<file path="src/rtl/ksa_pkg.sv">
// Shared constants and types for the pipelined Kogge-Stone adder/subtractor.
package ksa_pkg;
  localparam int KSA_WIDTH   = 32;
  localparam int KSA_LOG2W   = 5;
  localparam int KSA_LATENCY = 3;

  localparam int KSA_DIST1  = 1;
  localparam int KSA_DIST2  = 2;
  localparam int KSA_DIST4  = 4;
  localparam int KSA_DIST8  = 8;
  localparam int KSA_DIST16 = 16;

  typedef struct packed {
    logic [KSA_WIDTH-1:0] g;
    logic [KSA_WIDTH-1:0] p;
  } gp_t;
endpackage

</file>
<file path="src/rtl/ksa_prefix_level.sv">
// One Kogge-Stone prefix level: combines each bit with the bit DIST positions below it.
module ksa_prefix_level
  import ksa_pkg::*;
#(
  parameter int DIST = 1
) (
  input  logic [KSA_WIDTH-1:0] g_in,
  input  logic [KSA_WIDTH-1:0] p_in,
  output logic [KSA_WIDTH-1:0] g_out,
  output logic [KSA_WIDTH-1:0] p_out
);

  for (genvar i = 0; i < KSA_WIDTH; i++) begin : g_cell
    if (i >= DIST) begin : g_combine
      assign g_out[i] = g_in[i] | (p_in[i] & g_in[i-DIST]);
      assign p_out[i] = p_in[i] & p_in[i-DIST];
    end else begin : g_pass
      assign g_out[i] = g_in[i];
      assign p_out[i] = p_in[i];
    end
  end

endmodule

</file>
<file path="src/rtl/ksa_addsub_pipe.sv">
// 32-bit three-stage Kogge-Stone adder/subtractor with valid/ready on both sides.
// Prefix distances 1,2 feed S1; distances 4,8,16 feed S2; S3 forms sum and flags.
module ksa_addsub_pipe
  import ksa_pkg::*;
#(
  parameter int WIDTH = KSA_WIDTH
) (
  input  logic             clk,
  input  logic             rst_n,
  input  logic             in_valid,
  output logic             in_ready,
  input  logic [WIDTH-1:0] in_a,
  input  logic [WIDTH-1:0] in_b,
  input  logic             in_sub,
  input  logic             in_cin,
  output logic             out_valid,
  input  logic             out_ready,
  output logic [WIDTH-1:0] out_sum,
  output logic             out_cout,
  output logic             out_ovf,
  output logic             out_zero
);

  logic [KSA_WIDTH-1:0] b_mod, g_raw, p_raw;
  logic                 c0;
  gp_t                  gp0, gp1, gp2, gp4, gp8;
  logic [KSA_WIDTH-1:0] g16, p16_unused;

  logic adv1, adv2, adv3;
  logic v1_q, v1_d, v2_q, v2_d, v3_q, v3_d;

  gp_t                  s1_gp_q, s1_gp_d;
  logic [KSA_WIDTH-1:0] s1_praw_q, s1_praw_d;
  logic                 s1_c0_q, s1_c0_d, s1_a31_q, s1_a31_d, s1_b31_q, s1_b31_d;

  logic [KSA_WIDTH-1:0] s2_g_q, s2_g_d, s2_praw_q, s2_praw_d;
  logic                 s2_c0_q, s2_c0_d, s2_a31_q, s2_a31_d, s2_b31_q, s2_b31_d;

  logic [KSA_WIDTH-1:0] sum_q, sum_d, sum_c;
  logic                 cout_q, cout_d, ovf_q, ovf_d, zero_q, zero_d;

  // Carry-in folded into bit 0 generate so G[i:0] already includes it.
  assign b_mod = in_sub ? ~in_b : in_b;
  assign c0    = in_sub | in_cin;
  assign g_raw = in_a & b_mod;
  assign p_raw = in_a ^ b_mod;
  assign gp0   = '{g: {g_raw[KSA_WIDTH-1:1], g_raw[0] | (p_raw[0] & c0)}, p: p_raw};

  ksa_prefix_level #(.DIST(KSA_DIST1)) u_lvl1 (
    .g_in(gp0.g), .p_in(gp0.p), .g_out(gp1.g), .p_out(gp1.p));
  ksa_prefix_level #(.DIST(KSA_DIST2)) u_lvl2 (
    .g_in(gp1.g), .p_in(gp1.p), .g_out(gp2.g), .p_out(gp2.p));
  ksa_prefix_level #(.DIST(KSA_DIST4)) u_lvl4 (
    .g_in(s1_gp_q.g), .p_in(s1_gp_q.p), .g_out(gp4.g), .p_out(gp4.p));
  ksa_prefix_level #(.DIST(KSA_DIST8)) u_lvl8 (
    .g_in(gp4.g), .p_in(gp4.p), .g_out(gp8.g), .p_out(gp8.p));
  ksa_prefix_level #(.DIST(KSA_DIST16)) u_lvl16 (
    .g_in(gp8.g), .p_in(gp8.p), .g_out(g16), .p_out(p16_unused));

  // Each stage may advance whenever the one below it is empty or moving.
  assign adv3     = ~v3_q | out_ready;
  assign adv2     = ~v2_q | adv3;
  assign adv1     = ~v1_q | adv2;
  assign in_ready = adv1;

  assign sum_c = s2_praw_q ^ {s2_g_q[KSA_WIDTH-2:0], s2_c0_q};

  always_comb begin
    v1_d      = adv1 ? in_valid : v1_q;
    v2_d      = adv2 ? v1_q : v2_q;
    v3_d      = adv3 ? v2_q : v3_q;

    s1_gp_d   = s1_gp_q;
    s1_praw_d = s1_praw_q;
    s1_c0_d   = s1_c0_q;
    s1_a31_d  = s1_a31_q;
    s1_b31_d  = s1_b31_q;
    if (adv1 && in_valid) begin
      s1_gp_d   = gp2;
      s1_praw_d = p_raw;
      s1_c0_d   = c0;
      s1_a31_d  = in_a[KSA_WIDTH-1];
      s1_b31_d  = b_mod[KSA_WIDTH-1];
    end

    s2_g_d    = s2_g_q;
    s2_praw_d = s2_praw_q;
    s2_c0_d   = s2_c0_q;
    s2_a31_d  = s2_a31_q;
    s2_b31_d  = s2_b31_q;
    if (adv2 && v1_q) begin
      s2_g_d    = g16;
      s2_praw_d = s1_praw_q;
      s2_c0_d   = s1_c0_q;
      s2_a31_d  = s1_a31_q;
      s2_b31_d  = s1_b31_q;
    end

    sum_d  = sum_q;
    cout_d = cout_q;
    ovf_d  = ovf_q;
    zero_d = zero_q;
    if (adv3 && v2_q) begin
      sum_d  = sum_c;
      cout_d = s2_g_q[KSA_WIDTH-1];
      ovf_d  = (s2_a31_q ~^ s2_b31_q) & (sum_c[KSA_WIDTH-1] ^ s2_a31_q);
      zero_d = ~|sum_c;
    end
  end

  always_ff @(posedge clk or negedge rst_n) begin
    if (!rst_n) begin
      v1_q      <= 1'b0;
      v2_q      <= 1'b0;
      v3_q      <= 1'b0;
      s1_gp_q   <= '0;
      s1_praw_q <= '0;
      s1_c0_q   <= 1'b0;
      s1_a31_q  <= 1'b0;
      s1_b31_q  <= 1'b0;
      s2_g_q    <= '0;
      s2_praw_q <= '0;
      s2_c0_q   <= 1'b0;
      s2_a31_q  <= 1'b0;
      s2_b31_q  <= 1'b0;
      sum_q     <= '0;
      cout_q    <= 1'b0;
      ovf_q     <= 1'b0;
      zero_q    <= 1'b0;
    end else begin
      v1_q      <= v1_d;
      v2_q      <= v2_d;
      v3_q      <= v3_d;
      s1_gp_q   <= s1_gp_d;
      s1_praw_q <= s1_praw_d;
      s1_c0_q   <= s1_c0_d;
      s1_a31_q  <= s1_a31_d;
      s1_b31_q  <= s1_b31_d;
      s2_g_q    <= s2_g_d;
      s2_praw_q <= s2_praw_d;
      s2_c0_q   <= s2_c0_d;
      s2_a31_q  <= s2_a31_d;
      s2_b31_q  <= s2_b31_d;
      sum_q     <= sum_d;
      cout_q    <= cout_d;
      ovf_q     <= ovf_d;
      zero_q    <= zero_d;
    end
  end

  assign out_valid = v3_q;
  assign out_sum   = sum_q;
  assign out_cout  = cout_q;
  assign out_ovf   = ovf_q;
  assign out_zero  = zero_q;

endmodule

</file>
<file path="config.mk">
export PLATFORM = sky130hd
export DESIGN_NAME = ksa_addsub_pipe
export DESIGN_NICKNAME = d
export VERILOG_FILES = /design/src/rtl/ksa_pkg.sv /design/src/rtl/ksa_prefix_level.sv /design/src/rtl/ksa_addsub_pipe.sv
export SDC_FILE = /design/constraint.sdc
export NUM_CORES = 1
export LEC_CHECK = 0
export ABC_AREA = 1
export ABC_CLOCK_PERIOD_IN_PS = 1600
export CORE_MARGIN = 2
export CORE_UTILIZATION = 50
export CTS_CLUSTER_DIAMETER = 50
export DETAILED_ROUTE_END_ITERATION = 7
export DONT_BUFFER_PORTS = 1
export PLACE_DENSITY = 0.74
export RECOVER_POWER = 100
export SKIP_LAST_GASP = 1
export SYNTH_ARGS = -nofsm -noshare
export SYNTH_HDL_FRONTEND = slang
export SYNTH_SLANG_ARGS = --single-unit
</file>
<file path="constraint.sdc">
create_clock -name clk -period 1.6 [get_ports clk]
set_clock_uncertainty 0.05 [all_clocks]
set_input_delay 0.32 -clock clk [delete_from_list [all_inputs] [get_ports clk]]
set_output_delay 0.32 -clock clk [all_outputs]
set_load 0.1 [all_outputs]
</file>
=== Word-level counts from Yosys, hierarchy flattened ===
Index checks and enable logic that the tools add are counted.

* Input port bits: 70
* Output and inout bits: 37
* Logic and storage cells: 399
* Flip-flop bits (word level): 204

* Reduce and logical (&&, ||, !) cells: 5
* Mux-type cells: 1
* Bitwise gates (word level): 375

{| class="wikitable"
|+ Operator list
! operator !! number
|-
| 1-bit bitwise AND || 232
|-
| 1-bit OR || 134
|-
| 32-bit bitwise XOR || 2
|-
| 32-bit bitwise AND || 1
|-
| 32-bit two-way mux || 1
|-
| 32-bit inverter || 1
|-
| 32-bit OR reduction || 1
|-
| 1-bit logical AND || 3
|-
| 1-bit inverter || 3
|-
| 1-bit logical NOT || 1
|-
| 1-bit XNOR || 1
|-
| 1-bit bitwise XOR || 1
|}

=== Depth between registers and ports, before layout ===
Gate-level depths: netlist of run 1.

* Depth in word-level cells: 9
* Mapped depth: 10
* Depth with buffers taken out: 9

=== By module ===
Synthesis of run 1 repeated with hierarchy kept, for this count alone.

* Cell total of the unflattened synthesis: 1625
* Area total of the unflattened synthesis: 11624.9 um^2

{| class="wikitable"
|+ By module, submodules not included
! module !! cells an instance !! sequential area each (um^2) !! area each (um^2) !! times used
|-
| ksa_addsub_pipe || 918 || 5104.9 || 8738.4 || 1
|-
| ksa_prefix_level (u_lvl1) || 157 || 0.0 || 596.8 || 1
|-
| ksa_prefix_level (u_lvl2) || 154 || 0.0 || 593.1 || 1
|-
| ksa_prefix_level (u_lvl4) || 148 || 0.0 || 585.6 || 1
|-
| ksa_prefix_level (u_lvl8) || 136 || 0.0 || 570.5 || 1
|-
| ksa_prefix_level (u_lvl16) || 112 || 0.0 || 540.5 || 1
|}

=== Worst setup path before layout of run 1 ===
No wires, ideal clock.

* Path type: register -> register
* Start: register v3_q, in the netlist out_valid
* End: register s1_gp_q[35] in the netlist's numbering
* Library setup time: 0.125 ns
* Stages on the path, launching flop included: 8
* Data required time: 1.425 ns
* Arrival time: 2.639 ns
* Period minus slack after synthesis: 2.814 ns
* Setup slack: -1.214 ns
* Buffers on the path: 2
* Cell sequence: dfrtp_1 nand4_2 nand2_2 inv_2 buf_6 buf_2 nand2_1 nand3_1

* Longest elaborated chain between the ends: 5

{| class="wikitable"
|+ RTL lines
! element !! line !! source
|-
| start: declaration || ksa_addsub_pipe.sv:30 || <nowiki>logic v1_q, v1_d, v2_q, v2_d, v3_q, v3_d;</nowiki>
|-
| start signal: assignment || ksa_addsub_pipe.sv:133 || <nowiki>v3_q <= v3_d;</nowiki>
|-
| 1-bit inverter || ksa_addsub_pipe.sv:61 || <nowiki>assign adv3 = ~v3_q | out_ready;</nowiki>
|-
| 1-bit OR || ksa_addsub_pipe.sv:61 ||
|-
| 1-bit OR || ksa_addsub_pipe.sv:62 || <nowiki>assign adv2 = ~v2_q | adv3;</nowiki>
|-
| 1-bit OR || ksa_addsub_pipe.sv:63 || <nowiki>assign adv1 = ~v1_q | adv2;</nowiki>
|-
| named net in_ready || ksa_addsub_pipe.sv:11 || <nowiki>output logic in_ready,</nowiki>
|-
| 1-bit logical AND || ksa_addsub_pipe.sv:78 || <nowiki>if (adv1 && in_valid) begin</nowiki>
|-
| end signal: assignment || ksa_addsub_pipe.sv:134 || <nowiki>s1_gp_q <= s1_gp_d;</nowiki>
|-
| end: declaration || ksa_addsub_pipe.sv:32 || <nowiki>gp_t s1_gp_q, s1_gp_d;</nowiki>
|}

The timed path passes the listed nets, and every way through them passes these cells.
A chain may end at the register's enable or synchronous reset.

=== Worst setup path after layout of run 1 ===
* Start: register v3_q, in the netlist out_valid
* End: output port in_ready

* Longest elaborated chain between the ends: 4

{| class="wikitable"
|+ RTL lines
! element !! line
|-
| 1-bit inverter || ksa_addsub_pipe.sv:61
|-
| 1-bit OR || ksa_addsub_pipe.sv:61
|-
| 1-bit OR || ksa_addsub_pipe.sv:62
|-
| 1-bit OR || ksa_addsub_pipe.sv:63
|-
| end: declaration || ksa_addsub_pipe.sv:11
|}

No other way between the ends.

==> impl_metrics.prom, run 1 <==
# TYPE chip_impl_metric gauge
chip_impl_metric{name="buffer_ports.inserted",unit=""} 0
chip_impl_metric{name="routed-via-count",unit=""} 7754
chip_impl_metric{name="track_usage",unit="%"} 23.8
chip_impl_info{name="cts_tree",value="done"} 1
chip_impl_info{name="critPathLaunchType",value="flop"} 1
chip_impl_info{name="post_synth_main_area_contributors",value="sky130_fd_sc_hd__dfrtp_1 (52%), sky130_fd_sc_hd__nand2_1 (15%), sky130_fd_sc_hd__o21ai_0 (6.7%)"} 1
chip_impl_info{name="min-delay-path-class",value="in -> async"} 1
chip_impl_info{name="classification_of_the_worst_setup_path",value="reg -> out"} 1
chip_impl_metric{name="yosysWarnings",unit=""} 0
chip_impl_info{name="result_of_the_run",value="finished, violations left"} 1
chip_impl_metric{name="num_rows",unit=""} 50
chip_impl_info{name="top_layer_used",value="met4"} 1
chip_impl_metric{name="synth-seq-cells",unit=""} 200
chip_impl_metric{name="number_of_routed_nets_with_antenna_violations",unit=""} 0
chip_impl_metric{name="worst_hold_slack",unit="ns"} -0.470
chip_impl_metric{name="finalSetupViolations",unit=""} 1
chip_impl_metric{name="relSlewSlack",unit="%"} 66.5
chip_impl_metric{name="synthAdderAreaFrac",unit="%"} 4.18
chip_impl_metric{name="cts.htree.levels",unit=""} 4
chip_impl_metric{name="route.layer.met1.wl",unit="mm"} 10.9
chip_impl_metric{name="mappedNetlistNets",unit=""} 1251
chip_impl_metric{name="max_clock_freq",unit="MHz"} 609
chip_impl_metric{name="peakVddDrop",unit="mV"} 0.971
chip_impl_metric{name="layout.nets",unit=""} 1290
chip_impl_metric{name="worstSkewPairLatency",unit="ns"} 0.44
chip_impl_metric{name="power_per_cell_area",unit="nW/um^2"} 1870
chip_impl_metric{name="postCtsSetupRepairBufs",unit=""} 0
chip_impl_metric{name="yosys-mux-area-fraction",unit="%"} 0.209
chip_impl_metric{name="dieWidth",unit="um"} 142
chip_impl_metric{name="maxCapViolCount",unit=""} 0
chip_impl_info{name="yosysTopAreaCell",value="sky130_fd_sc_hd__dfrtp_1"} 1
chip_impl_metric{name="syn_to_final_growth",unit="%"} 12.5
chip_impl_metric{name="slew_viol_final",unit=""} 0
chip_impl_info{name="cp_slowest_cell",value="sky130_fd_sc_hd__dfrtp_4"} 1
chip_impl_metric{name="critPathArrivalTime",unit="ns"} 1.27
chip_impl_metric{name="mappedNetlistArea",unit="um^2"} 9570
chip_impl_metric{name="fin_cells",unit=""} 1434
chip_impl_metric{name="cts_buffer_depth",unit=""} 2
chip_impl_metric{name="cts_inserted_buffers",unit=""} 17
chip_impl_metric{name="critPathBufInv",unit=""} 1
chip_impl_metric{name="post-place-cells",unit=""} 1402
chip_impl_metric{name="dr_wl_met2",unit="mm"} 9.98
chip_impl_metric{name="boundaryPins",unit=""} 107
chip_impl_metric{name="reg2reg_setup_slack",unit="ns"} 0.03
chip_impl_metric{name="timing.critical_path.slowest_cell_delay",unit="ns"} 0.51
chip_impl_metric{name="viasPerCell",unit=""} 5.41
chip_impl_metric{name="pin_count_of_the_biggest_net_entering_global_routing",unit=""} 201
chip_impl_metric{name="finalSetupTns",unit="ns"} -0.0421
chip_impl_metric{name="grt_first_pass_wirelength",unit="mm"} 37.3
chip_impl_metric{name="initial_core_util",unit="%"} 51.0
chip_impl_metric{name="crit_path_max_fanout",unit=""} 4
chip_impl_metric{name="worst_setup_hold_path_clk_slew",unit="ns"} 0.06
chip_impl_metric{name="place.gp.congestion",unit=""} 0.926
chip_impl_metric{name="yosys.area_share.xor_xnor",unit="%"} 4.21
chip_impl_metric{name="ys_types",unit=""} 25
chip_impl_metric{name="pre_cts_slack",unit="ns"} -0.00591
chip_impl_metric{name="avgSynthCellArea",unit="um^2"} 8.33
chip_impl_metric{name="final-hold-violation-count",unit=""} 200
chip_impl_info{name="endpoint_kind",value="primary output"} 1
chip_impl_metric{name="r2r_cells",unit=""} 6
chip_impl_metric{name="grt_pass1_vias",unit=""} 7205
chip_impl_info{name="critPathTopFamily",value="flip-flops"} 1
chip_impl_metric{name="cts.hold.buffers_added",unit=""} 1
chip_impl_metric{name="detailedPlacementHpwl",unit="mm"} 16.8
chip_impl_metric{name="drc_violations_left",unit=""} 0
chip_impl_metric{name="die_y",unit="um"} 142
chip_impl_metric{name="grt.overflow.total",unit=""} 0
chip_impl_metric{name="synthesis.instances",unit=""} 1149
chip_impl_metric{name="synth_compound_gate_area_share",unit="%"} 13.0
chip_impl_metric{name="num_antenna_cells",unit=""} 0
chip_impl_metric{name="wl_met3",unit="mm"} 1.86
chip_impl_info{name="cp_cell_sequence",value="nand4_4, buf_12"} 1
chip_impl_info{name="worstReg2RegStart",value="out_valid"} 1
chip_impl_info{name="synth_top_family_by_area",value="simple AND/OR/NAND/NOR gates"} 1
chip_impl_metric{name="initial_drc_count",unit=""} 795
chip_impl_metric{name="drt_wl_total",unit="mm"} 23.1
chip_impl_metric{name="leakagePower",unit="nW"} 5.43
chip_impl_metric{name="post-route-worst-setup-slack",unit="ns"} -0.0421
chip_impl_metric{name="yosys.area_share.simple",unit="%"} 19.2
chip_impl_metric{name="post_route_cells_drive_above_1_share",unit="%"} 8.58
chip_impl_metric{name="yosysSeqAreaShare",unit="%"} 52.3
chip_impl_info{name="worst_r2r_endpoint",value="s1_praw_q[13]"} 1
chip_impl_info{name="violations",value="hold timing, setup timing"} 1
chip_impl_info{name="clock_tree.root_cell",value="sky130_fd_sc_hd__clkbuf_16"} 1
chip_impl_metric{name="floorplan.die_area",unit="um^2"} 20300
chip_impl_info{name="rsz0062_at_grt",value="true"} 1
chip_impl_metric{name="synth.top_cell.area_share",unit="%"} 52.3
chip_impl_metric{name="cp.required",unit="ns"} 1.23
chip_impl_metric{name="grt_antenna_before_repair",unit=""} 0
chip_impl_metric{name="period_share",unit="%"} 103
chip_impl_metric{name="timing_worst_slew_pin_value",unit="ns"} 0.502
chip_impl_metric{name="core_region_area",unit="um^2"} 18800
chip_impl_metric{name="numClockSinks",unit=""} 200
chip_impl_metric{name="postLayoutCoreUtil",unit="%"} 57.4
chip_impl_metric{name="fillCellCount",unit=""} 1706
chip_impl_metric{name="post-route-min-period",unit="ns"} 1.64
chip_impl_metric{name="detailedRoute.firstPassIterationCount",unit=""} 5
chip_impl_metric{name="wl_per_cell",unit="um"} 16.1
==> flip-flops by register name (all words and copies together), names as in the netlist <==
name	flops
out_cout	1
out_ovf	1
out_sum	32
out_valid	1
out_zero	1
s1_a31_q	1
s1_b31_q	1
s1_c0_q	1
s1_gp_q	61
s1_praw_q	31
s2_a31_q	1
s2_b31_q	1
s2_c0_q	1
s2_g_q	32
s2_praw_q	32
v1_q	1
v2_q	1
==> power breakdown <==
part	total [mW]	switching [mW]	internal (mW)
registers	8.03	1.44	6.60
clock network	4.20	1.86	2.34
logic	7.87	5.81	2.06
total	20.1	9.11	11.0
==> area by class of cell <==
type	count	area, um^2	share of cell area [%]
clock inverter	11	126	1.17
sequential	200	5010	46.6
inverter	117	444	4.12
multi-input combinational	787	3920	36.4
clock buffer	20	447	4.15
tap	234	293	2.72
timing repair buffer	65	532	4.94
==> metrics by stage <==
stage / power [mW] / cell area, um^2
final: 20.1 / 10800
after detailed placement: 15.9 / 10200
after floorplan: 13.8 / 9630
after global routing: 21.3 / 10800
after CTS: 20.2 / 10800
after global placement: 15.8 / 10200
==> cell families after synthesis <==
logic type	after synthesis
xor+xnor	46
flops	200
compound gates	234
buf+inv	162
mux	2
simple gates	473
fa+ha+maj	32
==> worst register-to-register path: stages (launching register included) <==
cell	delay, ns
sky130_fd_sc_hd__dfrtp_4	0.51
sky130_fd_sc_hd__nand4_4	0.13
sky130_fd_sc_hd__nand2_4	0.08
sky130_fd_sc_hd__inv_4	0.07
sky130_fd_sc_hd__clkbuf_4	0.36
sky130_fd_sc_hd__nand2_1	0.20
sky130_fd_sc_hd__o21ai_1	0.11
==> worst max path at each step <==
stage	endpoint	depth (start not counted)	slack [ns]	from
6_report	in_ready	2	-0.04	out_valid
3_5_place_dp	s1_gp_q[44]	6	-0.006	in_sub
2_1_floorplan	s1_praw_q[19]	7	-0.31	out_valid
4_1_cts	in_ready	2	-0.11	out_valid
3_3_place_gp	s1_gp_q[44]	6	0.0009	in_sub
5_1_grt	in_ready	2	-0.09	out_valid
==> routing by layer <==
layer	vias to the layer above	GRT usage, %
met3	24	5.28
li1	3760	-
met4	0	6.77
met5	-	0
met2	284	34.9
met1	3686	35.7
==> what timing repair did <==
action | in CTS | in global routing
hold endpoints to repair | 201 | 200
endpoints found under the setup margin | 6 | 10
pin swaps | 0 | 0
gates cloned | 0 | 0
resized for setup | 6 | 4
==> cells in the final DEF, fill, tap and decap left out, types with 2 or more instances in the layout <==
master	instances
sky130_fd_sc_hd__a22oi_1	2
sky130_fd_sc_hd__a21oi_1	40
sky130_fd_sc_hd__buf_12	3
sky130_fd_sc_hd__nor2_1	40
sky130_fd_sc_hd__nand3_1	30
sky130_fd_sc_hd__o21bai_1	2
sky130_fd_sc_hd__clkinv_4	5
sky130_fd_sc_hd__a31oi_1	7
sky130_fd_sc_hd__inv_1	115
sky130_fd_sc_hd__clkbuf_16	17
sky130_fd_sc_hd__dfrtp_1	194
sky130_fd_sc_hd__inv_4	2
sky130_fd_sc_hd__o21ai_0	127
sky130_fd_sc_hd__clkinv_2	3
sky130_fd_sc_hd__o21ai_1	35
sky130_fd_sc_hd__bufinv_16	2
sky130_fd_sc_hd__buf_4	58
sky130_fd_sc_hd__nand2_1	394
sky130_fd_sc_hd__o31ai_1	20
sky130_fd_sc_hd__nor3_1	4
sky130_fd_sc_hd__nand4_1	3
sky130_fd_sc_hd__dfrtp_2	5
sky130_fd_sc_hd__mux2i_1	2
sky130_fd_sc_hd__clkbuf_1	2
sky130_fd_sc_hd__clkbuf_4	2
sky130_fd_sc_hd__xor2_1	46
sky130_fd_sc_hd__ha_1	32
==> Yosys cell counts <==
| cell type | number |
|---|---|
| sky130_fd_sc_hd__nand2_1 | 393 |
| sky130_fd_sc_hd__dfrtp_1 | 200 |
| sky130_fd_sc_hd__o21ai_0 | 128 |
| sky130_fd_sc_hd__inv_1 | 115 |
| sky130_fd_sc_hd__xor2_1 | 46 |
| sky130_fd_sc_hd__a21oi_1 | 40 |
| sky130_fd_sc_hd__nor2_1 | 40 |
| sky130_fd_sc_hd__o21ai_1 | 34 |
| sky130_fd_sc_hd__ha_1 | 32 |
| sky130_fd_sc_hd__nand3_1 | 30 |
| sky130_fd_sc_hd__buf_2 | 24 |
| sky130_fd_sc_hd__o31ai_1 | 20 |
| sky130_fd_sc_hd__clkbuf_1 | 16 |
| sky130_fd_sc_hd__a31oi_1 | 7 |
| sky130_fd_sc_hd__nor3_1 | 4 |
| sky130_fd_sc_hd__buf_4 | 3 |
| sky130_fd_sc_hd__nand4_1 | 3 |
| sky130_fd_sc_hd__a22oi_1 | 2 |
| sky130_fd_sc_hd__buf_6 | 2 |
| sky130_fd_sc_hd__inv_2 | 2 |
| sky130_fd_sc_hd__mux2i_1 | 2 |
| sky130_fd_sc_hd__nand2_2 | 2 |
| sky130_fd_sc_hd__o21bai_1 | 2 |
| sky130_fd_sc_hd__nand4_2 | 1 |
| sky130_fd_sc_hd__o211ai_1 | 1 |
(Power assumes the default switching activity.)
==> run 2, diff against run 1 <==
SKIP_CTS_REPAIR_TIMING = 1   (was unset)
==> run 2 against run 1 <==
The flow still finishes with violations (hold timing, setup timing). Wire length is 0.42% lower. Total power hardly changed. Design area hardly changed. Largest cell class unchanged. Core utilization hardly changed. Via count is 0.57% lower. Critical path depth stayed put. Flip-flop and latch count stayed put. Critical path type unchanged.
==> impl_metrics.prom, run 2 (synthesized netlist as in run 1, its figures left out) <==
# TYPE chip_impl_metric gauge
chip_impl_metric{name="post-route-min-period",unit="ns"} 1.70
chip_impl_metric{name="pin_count_of_the_biggest_net_entering_global_routing",unit=""} 201
chip_impl_metric{name="cts_inserted_buffers",unit=""} 17
chip_impl_metric{name="dieWidth",unit="um"} 142
chip_impl_metric{name="drc_violations_left",unit=""} 0
chip_impl_metric{name="boundaryPins",unit=""} 107
chip_impl_metric{name="reg2reg_setup_slack",unit="ns"} 0.02
chip_impl_metric{name="drt_wl_total",unit="mm"} 23.0
chip_impl_metric{name="switchingPower",unit="mW"} 9.10
chip_impl_metric{name="wl_per_cell",unit="um"} 16.1
chip_impl_metric{name="grt.overflow.total",unit=""} 0
chip_impl_info{name="violations",value="hold timing, setup timing"} 1
chip_impl_metric{name="buffer_ports.inserted",unit=""} 0
chip_impl_metric{name="critPathArrivalTime",unit="ns"} 1.33
chip_impl_info{name="rsz0062_at_grt",value="true"} 1
chip_impl_metric{name="num_rows",unit=""} 50
chip_impl_metric{name="post_route_cells_drive_above_1_share",unit="%"} 8.58
chip_impl_info{name="most_common_library_cell_in_the_layout_ignoring_fill_and_taps",value="sky130_fd_sc_hd__nand2_1"} 1
chip_impl_metric{name="viasPerCell",unit=""} 5.38
chip_impl_metric{name="layout.nets",unit=""} 1290
chip_impl_info{name="cp_slowest_cell",value="sky130_fd_sc_hd__dfrtp_4"} 1
chip_impl_metric{name="track_usage",unit="%"} 23.8
chip_impl_metric{name="core_region_area",unit="um^2"} 18800
chip_impl_info{name="clock_tree.root_cell",value="sky130_fd_sc_hd__clkbuf_16"} 1
chip_impl_metric{name="power_frac_seq",unit="%"} 40.0
chip_impl_metric{name="largest_reg_flops",unit=""} 61
chip_impl_info{name="most_frequent_cells_in_the_layout",value="sky130_fd_sc_hd__nand2_1 (394), sky130_fd_sc_hd__dfrtp_1 (194), sky130_fd_sc_hd__o21ai_0 (128), sky130_fd_sc_hd__inv_1 (115), sky130_fd_sc_hd__buf_4 (57)"} 1
chip_impl_metric{name="crit_path_max_fanout",unit=""} 4
chip_impl_metric{name="cts_buffer_depth",unit=""} 2
chip_impl_metric{name="worstSkewPairLatency",unit="ns"} 0.44
chip_impl_metric{name="grt_antenna_before_repair",unit=""} 0
chip_impl_metric{name="number_of_routed_nets_with_antenna_violations",unit=""} 0
chip_impl_metric{name="post-place-cells",unit=""} 1402
chip_impl_metric{name="final_area",unit="um^2"} 10800
chip_impl_metric{name="place.gp.congestion",unit=""} 0.926
chip_impl_metric{name="peakVddDrop",unit="mV"} 0.968
chip_impl_metric{name="numClockSinks",unit=""} 200
chip_impl_metric{name="cts.htree.levels",unit=""} 4
chip_impl_metric{name="place_area",unit="um^2"} 10200
chip_impl_info{name="min-delay-path-class",value="in -> async"} 1
chip_impl_metric{name="final-hold-violation-count",unit=""} 200
chip_impl_metric{name="power_per_cell_area",unit="nW/um^2"} 1870
chip_impl_metric{name="r2r_cells",unit=""} 6
chip_impl_metric{name="post-route-worst-setup-slack",unit="ns"} -0.103
chip_impl_info{name="max_flop_register",value="s1_gp_q"} 1
chip_impl_metric{name="grt_first_pass_wirelength",unit="mm"} 37.3
chip_impl_info{name="cts_tree",value="done"} 1
chip_impl_metric{name="timing.critical_path.slowest_cell_delay",unit="ns"} 0.51
chip_impl_metric{name="die_y",unit="um"} 142
chip_impl_metric{name="swShare",unit="%"} 45.3
chip_impl_metric{name="p_clk_share",unit="%"} 20.9
chip_impl_metric{name="period_share",unit="%"} 106
chip_impl_metric{name="worst_setup_hold_path_clk_slew",unit="ns"} 0.07
chip_impl_info{name="worst_r2r_endpoint",value="s1_gp_q[37]"} 1
chip_impl_info{name="result_of_the_run",value="finished, violations left"} 1
chip_impl_metric{name="finalSetupTns",unit="ns"} -0.103
chip_impl_metric{name="grt_pass1_vias",unit=""} 7200
chip_impl_metric{name="initial_core_util",unit="%"} 51.0
chip_impl_metric{name="timing_worst_slew_pin_value",unit="ns"} 0.503
chip_impl_metric{name="worst_hold_slack",unit="ns"} -0.470
chip_impl_info{name="critical_path.startpoint",value="out_valid"} 1
chip_impl_metric{name="detailedRoute.firstPassIterationCount",unit=""} 5
chip_impl_metric{name="num_antenna_cells",unit=""} 0
chip_impl_metric{name="detailedPlacementHpwl",unit="mm"} 16.8
chip_impl_info{name="worstSetupEndpoint",value="in_ready"} 1
chip_impl_metric{name="max_clock_freq",unit="MHz"} 587
chip_impl_metric{name="maxCapViolCount",unit=""} 0
chip_impl_metric{name="share_of_power_burned_in_combinational_logic",unit="%"} 39.1
chip_impl_metric{name="initial_drc_count",unit=""} 809
chip_impl_metric{name="p_int",unit="mW"} 11.0
chip_impl_metric{name="syn_to_final_growth",unit="%"} 12.4
chip_impl_metric{name="postLayoutCoreUtil",unit="%"} 57.4
chip_impl_metric{name="finalSetupViolations",unit=""} 1
chip_impl_metric{name="leakagePower",unit="nW"} 5.43
chip_impl_info{name="critPathLaunchType",value="flop"} 1
chip_impl_info{name="cp_cell_sequence",value="nand4_4, buf_6"} 1
chip_impl_info{name="endpoint_kind",value="primary output"} 1
chip_impl_metric{name="cp.required",unit="ns"} 1.23
chip_impl_metric{name="fin_cells",unit=""} 1434
chip_impl_info{name="classification_of_the_worst_setup_path",value="reg -> out"} 1
chip_impl_metric{name="fin_total_pwr",unit="mW"} 20.1
chip_impl_metric{name="floorplan.die_area",unit="um^2"} 20300
chip_impl_metric{name="relSlewSlack",unit="%"} 66.5
chip_impl_metric{name="slew_viol_final",unit=""} 0
chip_impl_metric{name="routed-via-count",unit=""} 7710
chip_impl_info{name="worstReg2RegStart",value="out_valid"} 1
run 2: cell count changes in the layout (fill, tap and decap cells not counted):
| cell | previous run | this run |
|---|---|---|
| sky130_fd_sc_hd__o21ai_0 | 127 | 128 |
| sky130_fd_sc_hd__buf_6 | 1 | 2 |
| sky130_fd_sc_hd__buf_4 | 58 | 57 |
| sky130_fd_sc_hd__buf_12 | 3 | 2 |
| sky130_fd_sc_hd__o21ai_1 | 35 | 34 |
| sky130_fd_sc_hd__clkbuf_4 | 2 | 3 |
run 2: worst min path at each step:
stage / from / to / slack [ns]
6_report: rst_n / s1_gp_q[18] / -0.47
3_3_place_gp: rst_n / s1_gp_q[46] / -0.02
2_1_floorplan: rst_n / out_cout / -0.03
3_5_place_dp: rst_n / s1_gp_q[18] / -0.02
5_1_grt: rst_n / s1_gp_q[50] / -0.49
4_1_cts: rst_n / s1_gp_q[14] / -0.49
run 2: final cells by class:
cell class	count	area, um^2
Tap cell	234	293
Clock buffer	20	447
Inverter	117	444
Multi-Input combinational cell	787	3920
Timing Repair Buffer	65	523
Clock inverter	11	126
Fill cell	1712	8000
Sequential cell	200	5010
run 2: per-layer routing:
metal / track usage [%] / vias to the layer above / wire, um
met5: 0 / - / 0
met1: 35.7 / 3659 / 11000
met4: 6.77 / 0 / 313
met2: 34.8 / 280 / 9980
met3: 5.28 / 18 / 1760
li1: - / 3753 / -
run 2: metrics by stage:
stage / setup WS, ns / hold slack, ns
global placement: 0.000949 / -0.0179
CTS: -0.183 / -0.491
floorplan: -0.308 / -0.0256
finish: -0.103 / -0.470
detailed placement: -0.00591 / -0.0186
global route: -0.141 / -0.493
run 2: power groups by stage:
stage | Clock (mW) | Combinational (mW) | Sequential, mW
finish | 4.20 | 7.85 | 8.04
global route | 4.46 | 8.58 | 8.24
CTS | 4.27 | 7.89 | 8.02
detailed placement | 0 | 7.83 | 8.10
global placement | 0 | 7.71 | 8.05
floorplan | 0 | 3.30 | 10.5
run 2: critical path, delay by kind of cell, from the launching register on:
family | cells | cell delay [ns]
buffers and inverters | 1 | 0.26
DFF | 1 | 0.51
and+or+nand+nor | 1 | 0.13
